File: src/rtl/horner_eval.sv
// Sequential Horner-rule polynomial evaluator: acc <= acc*x + c for each accepted
// coefficient. Coefficients arrive over a valid/ready stream, and a one-cycle done pulse marks the result.
module horner_eval #(
    parameter int WIDTH = 16,
    parameter int CNT_W = 8
) (
    input  logic             clk,
    input  logic             rst,
    input  logic             start,
    input  logic [WIDTH-1:0] x,
    input  logic [CNT_W-1:0] n_terms,
    input  logic             coef_valid,
    input  logic [WIDTH-1:0] coef_data,
    output logic             coef_ready,
    output logic             busy,
    output logic             done,
    output logic [WIDTH-1:0] result,
    output logic             overflow
);

    typedef enum logic [1:0] {
        IDLE = 2'd0,
        RUN  = 2'd1,
        DONE = 2'd2
    } state_t;

    typedef struct packed {
        logic [WIDTH-1:0] acc;
        logic             ovf;
    } step_t;

    // One Horner step, truncated to WIDTH bits; ovf flags any bit lost in the product or the add.
    function automatic step_t horner_step(input logic [WIDTH-1:0] acc_in,
                                          input logic [WIDTH-1:0] x_in,
                                          input logic [WIDTH-1:0] c_in);
        logic [2*WIDTH-1:0] prod;
        logic [WIDTH:0]     sum;
        step_t              r;
        prod  = (2*WIDTH)'(acc_in) * (2*WIDTH)'(x_in);
        sum   = {1'b0, prod[WIDTH-1:0]} + {1'b0, c_in};
        r.acc = sum[WIDTH-1:0];
        r.ovf = (prod[2*WIDTH-1:WIDTH] != '0) | sum[WIDTH];
        return r;
    endfunction

    state_t           state;
    logic [WIDTH-1:0] acc;
    logic [WIDTH-1:0] x_q;
    logic [CNT_W-1:0] n_q;
    logic [CNT_W-1:0] cnt;

    step_t            step;
    logic [CNT_W-1:0] cnt_next;
    logic             xfer;

    always_comb begin
        step     = horner_step(acc, x_q, coef_data);
        cnt_next = cnt + 1'b1;
        xfer     = coef_ready & coef_valid;
    end

    always_ff @(posedge clk or negedge rst) begin
        if (!rst) begin
            state      <= IDLE;
            acc        <= '0;
            cnt        <= '0;
            x_q        <= '0;
            n_q        <= '0;
            result     <= '0;
            overflow   <= 1'b0;
            done       <= 1'b0;
            busy       <= 1'b0;
            coef_ready <= 1'b0;
        end else begin
            case (state)
                IDLE: begin
                    done       <= 1'b0;
                    busy       <= 1'b0;
                    coef_ready <= 1'b0;
                    if (start) begin
                        x_q      <= x;
                        n_q      <= n_terms;
                        acc      <= '0;
                        cnt      <= '0;
                        overflow <= 1'b0;
                        busy     <= 1'b1;
                        if (n_terms == '0) begin
                            // Empty polynomial: finish immediately with a zero result.
                            result <= '0;
                            done   <= 1'b1;
                            state  <= DONE;
                        end else begin
                            coef_ready <= 1'b1;
                            state      <= RUN;
                        end
                    end
                end

                RUN: begin
                    if (xfer) begin
                        acc      <= step.acc;
                        cnt      <= cnt_next;
                        overflow <= overflow | step.ovf;
                        if (cnt_next == n_q) begin
                            result     <= step.acc;
                            coef_ready <= 1'b0;
                            done       <= 1'b1;
                            state      <= DONE;
                        end
                    end
                end

                DONE: begin
                    done  <= 1'b0;
                    busy  <= 1'b0;
                    state <= IDLE;
                end

                default: begin
                    done       <= 1'b0;
                    busy       <= 1'b0;
                    coef_ready <= 1'b0;
                    state      <= IDLE;
                end
            endcase
        end
    end

endmodule

File: config.mk
export PLATFORM = sky130hd
export DESIGN_NAME = horner_eval
export DESIGN_NICKNAME = d
export VERILOG_FILES = /design/src/rtl/horner_eval.sv
export SDC_FILE = /design/constraint.sdc
export NUM_CORES = 1
export LEC_CHECK = 0
export ABC_AREA = 1
export BUFFER_PORTS_ARGS = -buffer_cell sky130_fd_sc_hd__buf_2
export CORE_ASPECT_RATIO = 1.2
export CORE_MARGIN = 4
export CORE_UTILIZATION = 45
export CTS_CLUSTER_SIZE = 30
export DETAILED_ROUTE_END_ITERATION = 10
export PLACE_DENSITY = 0.61
export SYNTH_ARGS = -nofsm -noshare
export SYNTH_HDL_FRONTEND = slang
export SYNTH_SLANG_ARGS = --single-unit
File: constraint.sdc
create_clock -name clk -period 6.6 [get_ports clk]
set_input_delay 0.99 -clock clk [delete_from_list [all_inputs] [get_ports clk]]
set_output_delay 0.99 -clock clk [all_outputs]
set_load 0.02 [all_outputs]
==> results of run 1 <==
[final cells by class]
class / count / share of cell area, %
Clock inverter: 7 / 0.529
Tap cell: 385 / 3.34
Inverter: 465 / 12.1
Sequential cell: 70 / 12.3
Timing Repair Buffer: 112 / 4.73
Multi-Input combinational cell: 1252 / 65.5
Clock buffer: 9 / 1.56
[through the flow]
stage / total power [mW] / setup TNS (ns) / utilization [%] / std cells
3_3_place_gp: 0.483 / 0 / 48.5 / 2278
6_report: 0.983 / 0 / 50.1 / 2300
5_1_grt: 1.02 / -0.00855 / 50.1 / 2300
3_5_place_dp: 0.483 / 0 / 48.5 / 2278
4_1_cts: 0.993 / 0 / 49.6 / 2294
2_1_floorplan: 0.454 / 0 / - / 1866
[state kept, by name, indices dropped and copies added, names as in the netlist]
signal and flops:
acc 16, result 16, x_q 16, cnt 8
n_q 8, state 2, busy 1, coef_ready 1
done 1, overflow 1
[final timing paths]
kind,start,to,depth (start not counted),slack (ns)
max in group asynchronous,rst,acc[10],2,5.06
hold reg to reg,result[4],result[4],2,0.47
setup reg to reg,acc[8],overflow,28,0.35
hold / removal,result[4],result[4],2,0.47
setup / recovery,acc[8],overflow,28,0.35
min in group asynchronous,rst,done,2,0.86
[worst max-delay path, delay by kind of cell, from the launching register on]
kind | cells | cell delay (ns)
AOI/OAI and AO/OA | 3 | 0.40
xor gates and xnor gates | 1 | 0.17
DFF | 1 | 0.46
adders and majority gates | 8 | 3.69
and+or+nand+nor | 12 | 1.08
buffers and inverters | 4 | 0.33
[Yosys cell counts (8+ instances only)]
cell,instances,area share (%)
a21oi_1,37,1.4
clkbuf_1,70,2.0
dfrtp_1,70,13
fa_1,195,30
ha_1,121,11
inv_1,447,13
inv_2,18,0.51
nand2_1,670,19
nand3_1,47,1.8
nand4_1,27,1.3
nor2_1,77,2.2
o21ai_0,8,0.30
o21ai_1,10,0.38
xor2_1,17,1.1
[metal layers]
| metal | wire (µm) | GRT usage, % | share of wire (%) |
|---|---|---|---|
| met1 | 15100 | 30.5 | 43 |
| met2 | 17300 | 39.7 | 50 |
| met3 | 1380 | 2.64 | 4.0 |
| met4 | 1080 | 7.40 | 3.1 |
| met5 | 0 | 0 | 0 |
[timing repair]
action                                  in CTS  in global routing
gates resized for setup                      0                 34
hold endpoints to repair                     0                  0
endpoints found under the setup margin       0                 11
setup buffers                                0                  6
[cells by family after synthesis]
kind of cell             synth area share [%]
XOR/XNOR                                 1.72
adder cells (fa/ha/maj)                  41.0
AND/OR/NAND/NOR                          25.3
AO/OA/AOI/OAI                            2.98
buffers and inverters                    15.7
flip-flops                               13.3
[power groups by stage]
stage | clock [mW] | combinational [mW] | sequential, mW
after floorplan | 0 | 0.0167 | 0.437
after global placement | 0 | 0.0459 | 0.437
after detailed placement | 0 | 0.0458 | 0.437
after CTS | 0.518 | 0.0459 | 0.429
after global routing | 0.540 | 0.0531 | 0.428
final | 0.508 | 0.0468 | 0.429
==> summary.md, run 1 <==
| Metric | Value |
|---|---|
| Internal Power | `715 µW` |
| Share of post-route cells with drive strength above 1 | `9.71%` |
| Fill count | `2899` |
| Max-cap violation count | `0` |
| Switching power | `268 µW` |
| Worst vdd ir | `between 0.00015 and 0.0002 V` |
| Fmax | `0.160 GHz` |
| Number of DRC markers in iteration 0 | `640` |
| Chip width | `164 µm` |
| Min Hold Slack | `0.473 ns` |
| Final nets | `2270` |
| Register area | `0.00177 mm²` |
| Period minus WS final | `6.25 ns` |
| Port buffer count | `63` |
| Area Overhead vs Synth | `9.35%` |
| Leakage power | `8.56 nW` |
| Final ANT Viol Nets | `0` |
| Final hold viol count | `0` |
| Placed Area | `0.0140 mm²` |
| Clock Pin Slew Worst Setup and Hold Paths | `0.07 ns` |
| Hpwl dp | `29.6 mm` |
| Final instance area | `0.0144 mm²` |
| Final slew viol count | `0` |
| Final Cycle Share | `94.7%` |
| Synth unique cells | `39` |
| Slowest-stage cell, CP | `fa_1` |
| PwrDens | `68.1 mW/mm²` |
| Vias/cell | `4.86` |
| Synth Register Bits | `70` |
| Clock root cell | `clkbuf_16` |
| Ys async rst share | `100%` |
| Switching Fraction | `27.3%` |
| Multi-input gate area | `0.00946 mm²` |
| Tot GR Track Use | `23.1%` |
| Status | `finished, final reports clean` |
| RePlAce Congestion | `0.967` |
| Most used cell along the critical path | `fa_1` |
| Initial Util | `45.8%` |
| Ys Warns | `0` |
| Critical Path AT | `6.48 ns` |
| Post-synth EDFFs | `0` |
| Initial DRT Pass Iterations | `5` |
| Clock share of power | `51.6%` |
| WP data required | `6.84 ns` |
| Routed length per instance | `15.2 µm` |
| H-Tree Depth | `3` |
| Vias in the first global route | `roughly 12000` |
| Post-Place Setup Slack | `roughly 0.19 ns` |
| Detailed Route WL | `roughly 35 mm` |
| Mapped Avg Cell Area | `roughly 7.1 µm²` |
| Die height | `196 µm` |
| Setup Viol. Count Final | `0` |
| N_diodes | `0` |
| Total gr overflow | `0` |
| Critical path startpoint category | `flop` |
| Largest net degree at the start of global routing | `71` |
| Comb pwr share | `4.8%` |
| CTS tree | `yes` |
| CTS buffer count | `9` |
| Sequential share of power | `a little over two fifths` |
| Post-synthesis cell count | `between 1500 and 2000` |
| Critical path peak fanout | `6` |
| Sink Count | `70` |
| Worst skew pair latency | `0.35 ns` |
| DRC | `0` |
| Main flop type after synthesis | `dfrtp_1` |
| Die ar. | `between 0.03 and 0.04 mm²` |
| Seq/Total Area, Yosys | `between 10% and 20%` |
| Rel. slew slack | `37.6%` |
| Slowest stage delay, CP | `0.58 ns` |
| Via count | `around 11000` |
| Min-Delay Path Class | `flop to flop` |
| Site Rows | `68` |
| Worst-Margin Slew | `about 0.94 ns` |
| First-pass GRT wire length | `59.1 mm` |
| Syn Nets | `2226` |
| Clock Skews | `0.0138 ns` |
| IO Pins | `64` |
| Worst setup path class | `flop to flop` |
| Synthesized area | `between 0.01 and 0.015 mm²` |
| Commonest non-fill, non-tap cells in the layout | `nand2_1 (666), inv_1 (446), fa_1 (195)` |
| Commonest non-fill, non-tap cell in the layout | `nand2_1` |
| Crit path capture type | `flop` |
| Core area | `0.0288 mm²` |
| Setup WS post-layout | `~0.35 ns` |
| Initial antenna violation count | `0` |
| Post-CTS Hold Buffers | `0` |
| CTS Buffer Depth | `2` |
(Power assumes the default switching activity.)
==> inputs of run 2 (changes only) <==
Settings changed: MAX_ROUTING_LAYER set to met4, TNS_END_PERCENT set to 1.
Clock period 6.6 ns to 5.4 ns, I/O delays scaled along.
==> run 2 against run 1 <==
The flow now finishes with violations (setup timing). Design area up 9.6%. Clock-buffer cell count increased by 1. Clock power is 12% higher. Clock skew down 0.0043 ns. Sequential share of layout area decreased by 1.1 points. Combinational power increased by 63%. Final cell count up 5.5%. Sequential power rose by 22%. Core utilization increased by 4.8 points. Sequential cell count unchanged. Non-clock buffer count is 127 higher. Power is 19% higher. Highest routed layer unchanged.
==> summary.md, run 2 (synthesis results as in run 1) <==
| Metric | Value |
|---|---|
| Status | `complete, but fails checks` |
| Failing checks | `setup timing` |
| Final ANT Viol Nets | `0` |
| Worst-Margin Slew | `0.926 ns` |
| Slowest stage delay, CP | `0.60 ns` |
| RePlAce Congestion | `around 0.94` |
| Chip width | `approximately 160 µm` |
| Vias in the first global route | `12300` |
| Fmax | `0.166 GHz` |
| Share of post-route cells with drive strength above 1 | `18.0%` |
| First-pass GRT wire length | `about 62 mm` |
| Critical path peak fanout | `6` |
| Total gr overflow | `0` |
| Die height | `196 µm` |
| Hpwl dp | `32.7 mm` |
| Critical path startpoint category | `flop` |
| Initial Util | `45.8%` |
| N_diodes | `0` |
| Port buffer count | `63` |
| Final Cycle Share | `112%` |
| Fill count | `2832` |
| Worst setup path class | `flop to flop` |
| Sink Count | `70` |
| Largest regs | `acc: 16 flops, result: 16 flops, x_q: 16 flops` |
| Max-cap violation count | `0` |
| Setup Viol. Count Final | `15` |
| Initial DRT Pass Iterations | `6` |
| Crit path capture type | `flop` |
| IO Pins | `between 60 and 70` |
| Detailed Route WL | `38.2 mm` |
| Initial antenna violation count | `0` |
| Most used cell along the critical path | `nand2_1` |
| Commonest non-fill, non-tap cells in the layout | `nand2_1 (657), inv_1 (444), fa_1 (189)` |
| Via count | `11800` |
| Clock Skews | `around 0.0095 ns` |
| Period minus WS final | `between 6 and 7 ns` |
| Site Rows | `68` |
| Worst vdd ir | `0.000194 V` |
| PwrDens | `74.0 mW/mm²` |
| Commonest non-fill, non-tap cell in the layout | `nand2_1` |
| Setup TNS | `-6.51 ns` |
| RSZ-0062 raised after global routing | `yes` |
| Min-Delay Startpoint | `result[2]` |
| CTS tree | `yes` |
| Min-Delay Path Class | `flop to flop` |
| Tot GR Track Use | `about a quarter` |
| Number of DRC markers in iteration 0 | `669` |
| Final hold viol count | `0` |
| Slowest-stage cell, CP | `fa_1` |
| Die ar. | `0.0322 mm²` |
| Rel. slew slack | `38.3%` |
| DRC | `0` |
| WP data required | `~5.6 ns` |
| Clock Pin Slew Worst Setup and Hold Paths | `0.06 ns` |
| Leakage power | `9.32 nW` |
| Largest net degree at the start of global routing | `71` |
| CTS Buffer Depth | `2` |
| Clock root cell | `clkbuf_16` |
| Vias/cell | `4.87` |
| Worst skew pair latency | `about 0.34 ns` |
| Critical R2R Launch | `acc[5]` |
| Routed length per instance | `15.7 µm` |
| Critical Path AT | `about 6.3 ns` |
| Final nets | `2397` |
| Setup WS post-layout | `-0.632 ns` |
| H-Tree Depth | `3` |
| CTS buffer count | `9` |
| Worst Setup SP | `acc[5]` |
| Area Overhead vs Synth | `19.9%` |
| Min Hold Slack | `0.469 ns` |
| Final slew viol count | `0` |
| Core area | `0.0288 mm²` |
## run 2: cell types whose count changed in the layout (fill, tap and decap cells not counted), sizes merged
cell      before  now
clkinvlp       0    3
inv          470  467
buf          112  239
clkinv         2    1
clkbuf         9   10
## run 2: per-layer routing
metal	GRT usage, %	up-vias	part of all wire [%]
li1	-	5737	-
met1	32.1	5711	42
met2	43.7	322	51
met3	1.94	57	4.5
met4	6.04	0	2.4
met5	-	-	0
## run 2: final timing paths
kind	end	slack, ns	cells past startpoint
worst max-delay path	overflow	-0.63	29
worst min-delay path	result[2]	0.47	2
worst max register to register	overflow	-0.63	29
worst min register to register	result[2]	0.47	2
max in group asynchronous	x_q[3]	4.04	2
min in group asynchronous	n_q[3]	0.69	2
## run 2: what timing repair did
item                       CTS  global route
buffers inserted             8             0
gates resized for setup     62            25
setup endpoints to repair   19            19
pin swaps                   44             9
hold buffers                 0             0
## run 2: area by class of cell
cell class | instances | area, µm² | area share, %
clock buffer | 10 | 239 | 1.51
multi-input combinational | 1252 | 9870 | 62.3
clock inverter | 6 | 45.0 | 0.285
inverter | 465 | 1750 | 11.0
sequential | 70 | 1760 | 11.1
tap | 385 | 482 | 3.04
timing repair buffer | 239 | 1690 | 10.6
## run 2: report_power, final
| group | switching (mW) | internal [mW] | total, mW |
|---|---|---|---|
| clock | 0.245 | 0.326 | 0.571 |
| combinational | 0.0429 | 0.0335 | 0.0764 |
| sequential | 0 | 0.524 | 0.524 |
## run 2: metrics by stage
step / cells / cell area, µm² / utilization (%) / power (mW) / setup slack, ns
global route: 2427 / 15800 / 54.9 / 1.22 / -0.878
finish: 2427 / 15800 / 54.9 / 1.17 / -0.632
floorplan: 1866 / 13400 / - / 0.555 / -0.370
detailed placement: 2403 / 15000 / 52.1 / 0.604 / -0.848
global placement: 2403 / 15000 / 52.1 / 0.603 / -0.761
CTS: 2427 / 15700 / 54.3 / 1.18 / -0.612
## run 2: worst max-delay path, delay by kind of cell (launching register included)
kind                       cells  cell delay, ns
and+or+nand+nor               15            1.34
AOI/OAI and AO/OA              1            0.16
adders and majority gates      7            3.28
buffers and inverters          6            0.70
DFF                            1            0.45
==> inputs of run 3 (changes only) <==
Settings changed: PLACE_DENSITY 0.61 to 0.59.
Clock period 5.4 ns to 6.12 ns, I/O delays scaled along.
==> run 3 against run 2 <==
Clock-buffer cell count fell by 1. Via count is 4.5% lower. Setup slack improved by 0.70 ns. The flow now finishes without violations. Maximum frequency fell by 0.41%. Sequential cell count unchanged. Largest cell class unchanged. Largest power group unchanged. Critical endpoint is now result[14]. Clock skew is 0.0035 ns higher. Non-clock buffer count fell by 73. Critical path type unchanged. Core utilization down 3.0 points.
==> summary.md, run 3 (synthesis results as in run 1) <==
| Metric | Value |
|---|---|
| Internal Power | `767 µW` |
| N_diodes | `0` |
| Vias/cell | `4.80` |
| Largest regs | `acc: 16 flops, result: 16 flops, x_q: 16 flops` |
| Port buffer count | `63` |
| Min-Delay Startpoint | `result[7]` |
| Cell Count, Final, Fillers Out | `~2400` |
| Setup TNS | `0 ns` |
| R2r setup slk | `0.06 ns` |
| Final Cycle Share | `slightly below 100%` |
| Fmax | `0.165 GHz` |
| Critical path peak fanout | `6` |
| Clock Skews | `approximately 0.013 ns` |
| Routed length per instance | `about 15 µm` |
| Slowest-stage cell, CP | `fa_1` |
| Tot GR Track Use | `23.3%` |
| Final instance area | `between 0.01 and 0.015 mm²` |
| Switching Fraction | `26.9%` |
| H-Tree Depth | `3` |
| Critical path startpoint category | `flop` |
| RePlAce Congestion | `0.918` |
| Clock Pin Slew Worst Setup and Hold Paths | `around 0.070 ns` |
| Status | `finished, final reports clean` |
| Commonest non-fill, non-tap cells in the layout | `nand2_1 (661), inv_1 (446), fa_1 (193)` |
| Critical R2R Capture | `result[14]` |
| Vias in the first global route | `between 10000 and 15000` |
| Die ar. | `0.0322 mm²` |
| Placed Area | `~0.014 mm²` |
| CTS Buffer Depth | `2` |
| First-pass GRT wire length | `58.3 mm` |
| CTS buffer count | `9` |
| Rel. slew slack | `35.8%` |
| Worst skew pair latency | `0.35 ns` |
| Initial DRT Pass Iterations | `6` |
| Setup Viol. Count Final | `0` |
| Most used cell along the critical path | `fa_1` |
| Site Rows | `68` |
| Clock root cell | `clkbuf_16` |
| Worst-Margin Slew | `0.964 ns` |
| Die height | `196 µm` |
| Worst Hold End | `result[7]` |
| Number of DRC markers in iteration 0 | `561` |
| Max-cap violation count | `0` |
| Min-Delay Path Class | `flop to flop` |
| Critical R2R Launch | `x_q[5]` |
| Clock share of power | `50.6%` |
| Final hold viol count | `0` |
| Commonest non-fill, non-tap cell in the layout | `nand2_1` |
| Hold path depth | `2` |
| Comb pwr share | `5.4%` |
| CTS tree | `yes` |
| Critical Path AT | `around 6.3 ns` |
| Area Overhead vs Synth | `13.3%` |
| Initial antenna violation count | `0` |
| Hpwl dp | `29.4 mm` |
| Slowest stage delay, CP | `0.51 ns` |
| Largest net degree at the start of global routing | `71` |
| Final ANT Viol Nets | `0` |
| RSZ-0062 raised after global routing | `yes` |
| Leakage power | `8.86 nW` |
| Final nets | `around 2300` |
| Switching power | `283 µW` |
| Sink Count | `70` |
| IO Pins | `64` |
| Total gr overflow | `0` |
| DRC | `0` |
| Worst setup path class | `flop to flop` |
| Worst vdd ir | `0.000107 V` |
| Post-CTS Hold Buffers | `0` |
| R2R cell count | `27` |
| Period minus WS final | `just over 6 ns` |
| Initial Util | `around 46%` |
| Share of post-route cells with drive strength above 1 | `12.7%` |
| Crit path capture type | `flop` |
| DP Cell Count | `2336` |
| WP data required | `approximately 6.4 ns` |
| PwrDens | `70.2 mW/mm²` |
| Via count | `11300` |
| Core area | `0.0288 mm²` |
| Final slew viol count | `0` |
| Sequential share of power | `44.0%` |
| Fill count | `roughly 2800` |
| Chip width | `164 µm` |
| Detailed Route WL | `34.7 mm` |
[run 3: layer usage]
metal  routed length [µm]  up-vias  part of all wire, %  global-route usage, %
met2                17200      220                   50                   39.4
met4                  816        0                  2.3                   5.70
li1                     -     5608                    -                      -
met5                    0        -                    0                      -
met1                15400     5412                   44                   29.9
met3                 1330       60                  3.8                   2.87
[run 3: worst max-delay path by stage]
| stage | end | from | cells after the start |
|---|---|---|---|
| 4_1_cts | overflow | acc[9] | 27 |
| 2_1_floorplan | overflow | acc[7] | 29 |
| 3_3_place_gp | overflow | x_q[4] | 29 |
| 3_5_place_dp | overflow | acc[7] | 31 |
| 5_1_grt | result[15] | acc[7] | 30 |
| 6_report | result[14] | x_q[5] | 27 |
[run 3: power by group through the flow]
stage | Clock [mW] | Sequential (mW) | Combinational, mW
detailed placement | 0 | 0.471 | 0.0539
CTS | 0.544 | 0.462 | 0.0544
floorplan | 0 | 0.471 | 0.0181
global placement | 0 | 0.471 | 0.0535
global route | 0.560 | 0.462 | 0.0637
finish | 0.531 | 0.462 | 0.0562
[run 3: per-stage QoR]
step | utilization, % | hold WS [ns] | setup slack (ns) | total power [mW]
final | 51.9 | 0.473 | 0.0631 | 1.05
after global routing | 51.9 | 0.500 | -0.265 | 1.09
after CTS | 51.3 | 0.474 | 0.00451 | 1.06
after detailed placement | 50.1 | 0.456 | -0.0597 | 0.525
after global placement | 50.1 | 0.450 | -0.0400 | 0.525
after floorplan | - | 0.463 | 0.00392 | 0.489
[run 3: final cells by class]
cell class,count,area (µm²),share of cell area (%)
inverter,465,1750,11.7
sequential,70,1760,11.8
timing repair buffer,166,1110,7.40
multi-input combinational,1252,9570,64.0
clock inverter,7,61.3,0.410
tap,385,482,3.22
clock buffer,9,225,1.51
[run 3: worst max-delay path, delay by kind of cell (launching register included)]
family	cells	cell delay, ns
flops	1	0.44
compound gates	1	0.23
fa+ha+maj	8	3.56
simple gates	11	1.15
buf+inv	5	0.30
xor+xnor	2	0.33
[run 3: what timing repair did]
item | CTS | global route
setup endpoints to repair | 6 | 13
gates resized for setup | 13 | 35
buffers inserted | 2 | 0
pin swaps | 3 | 8
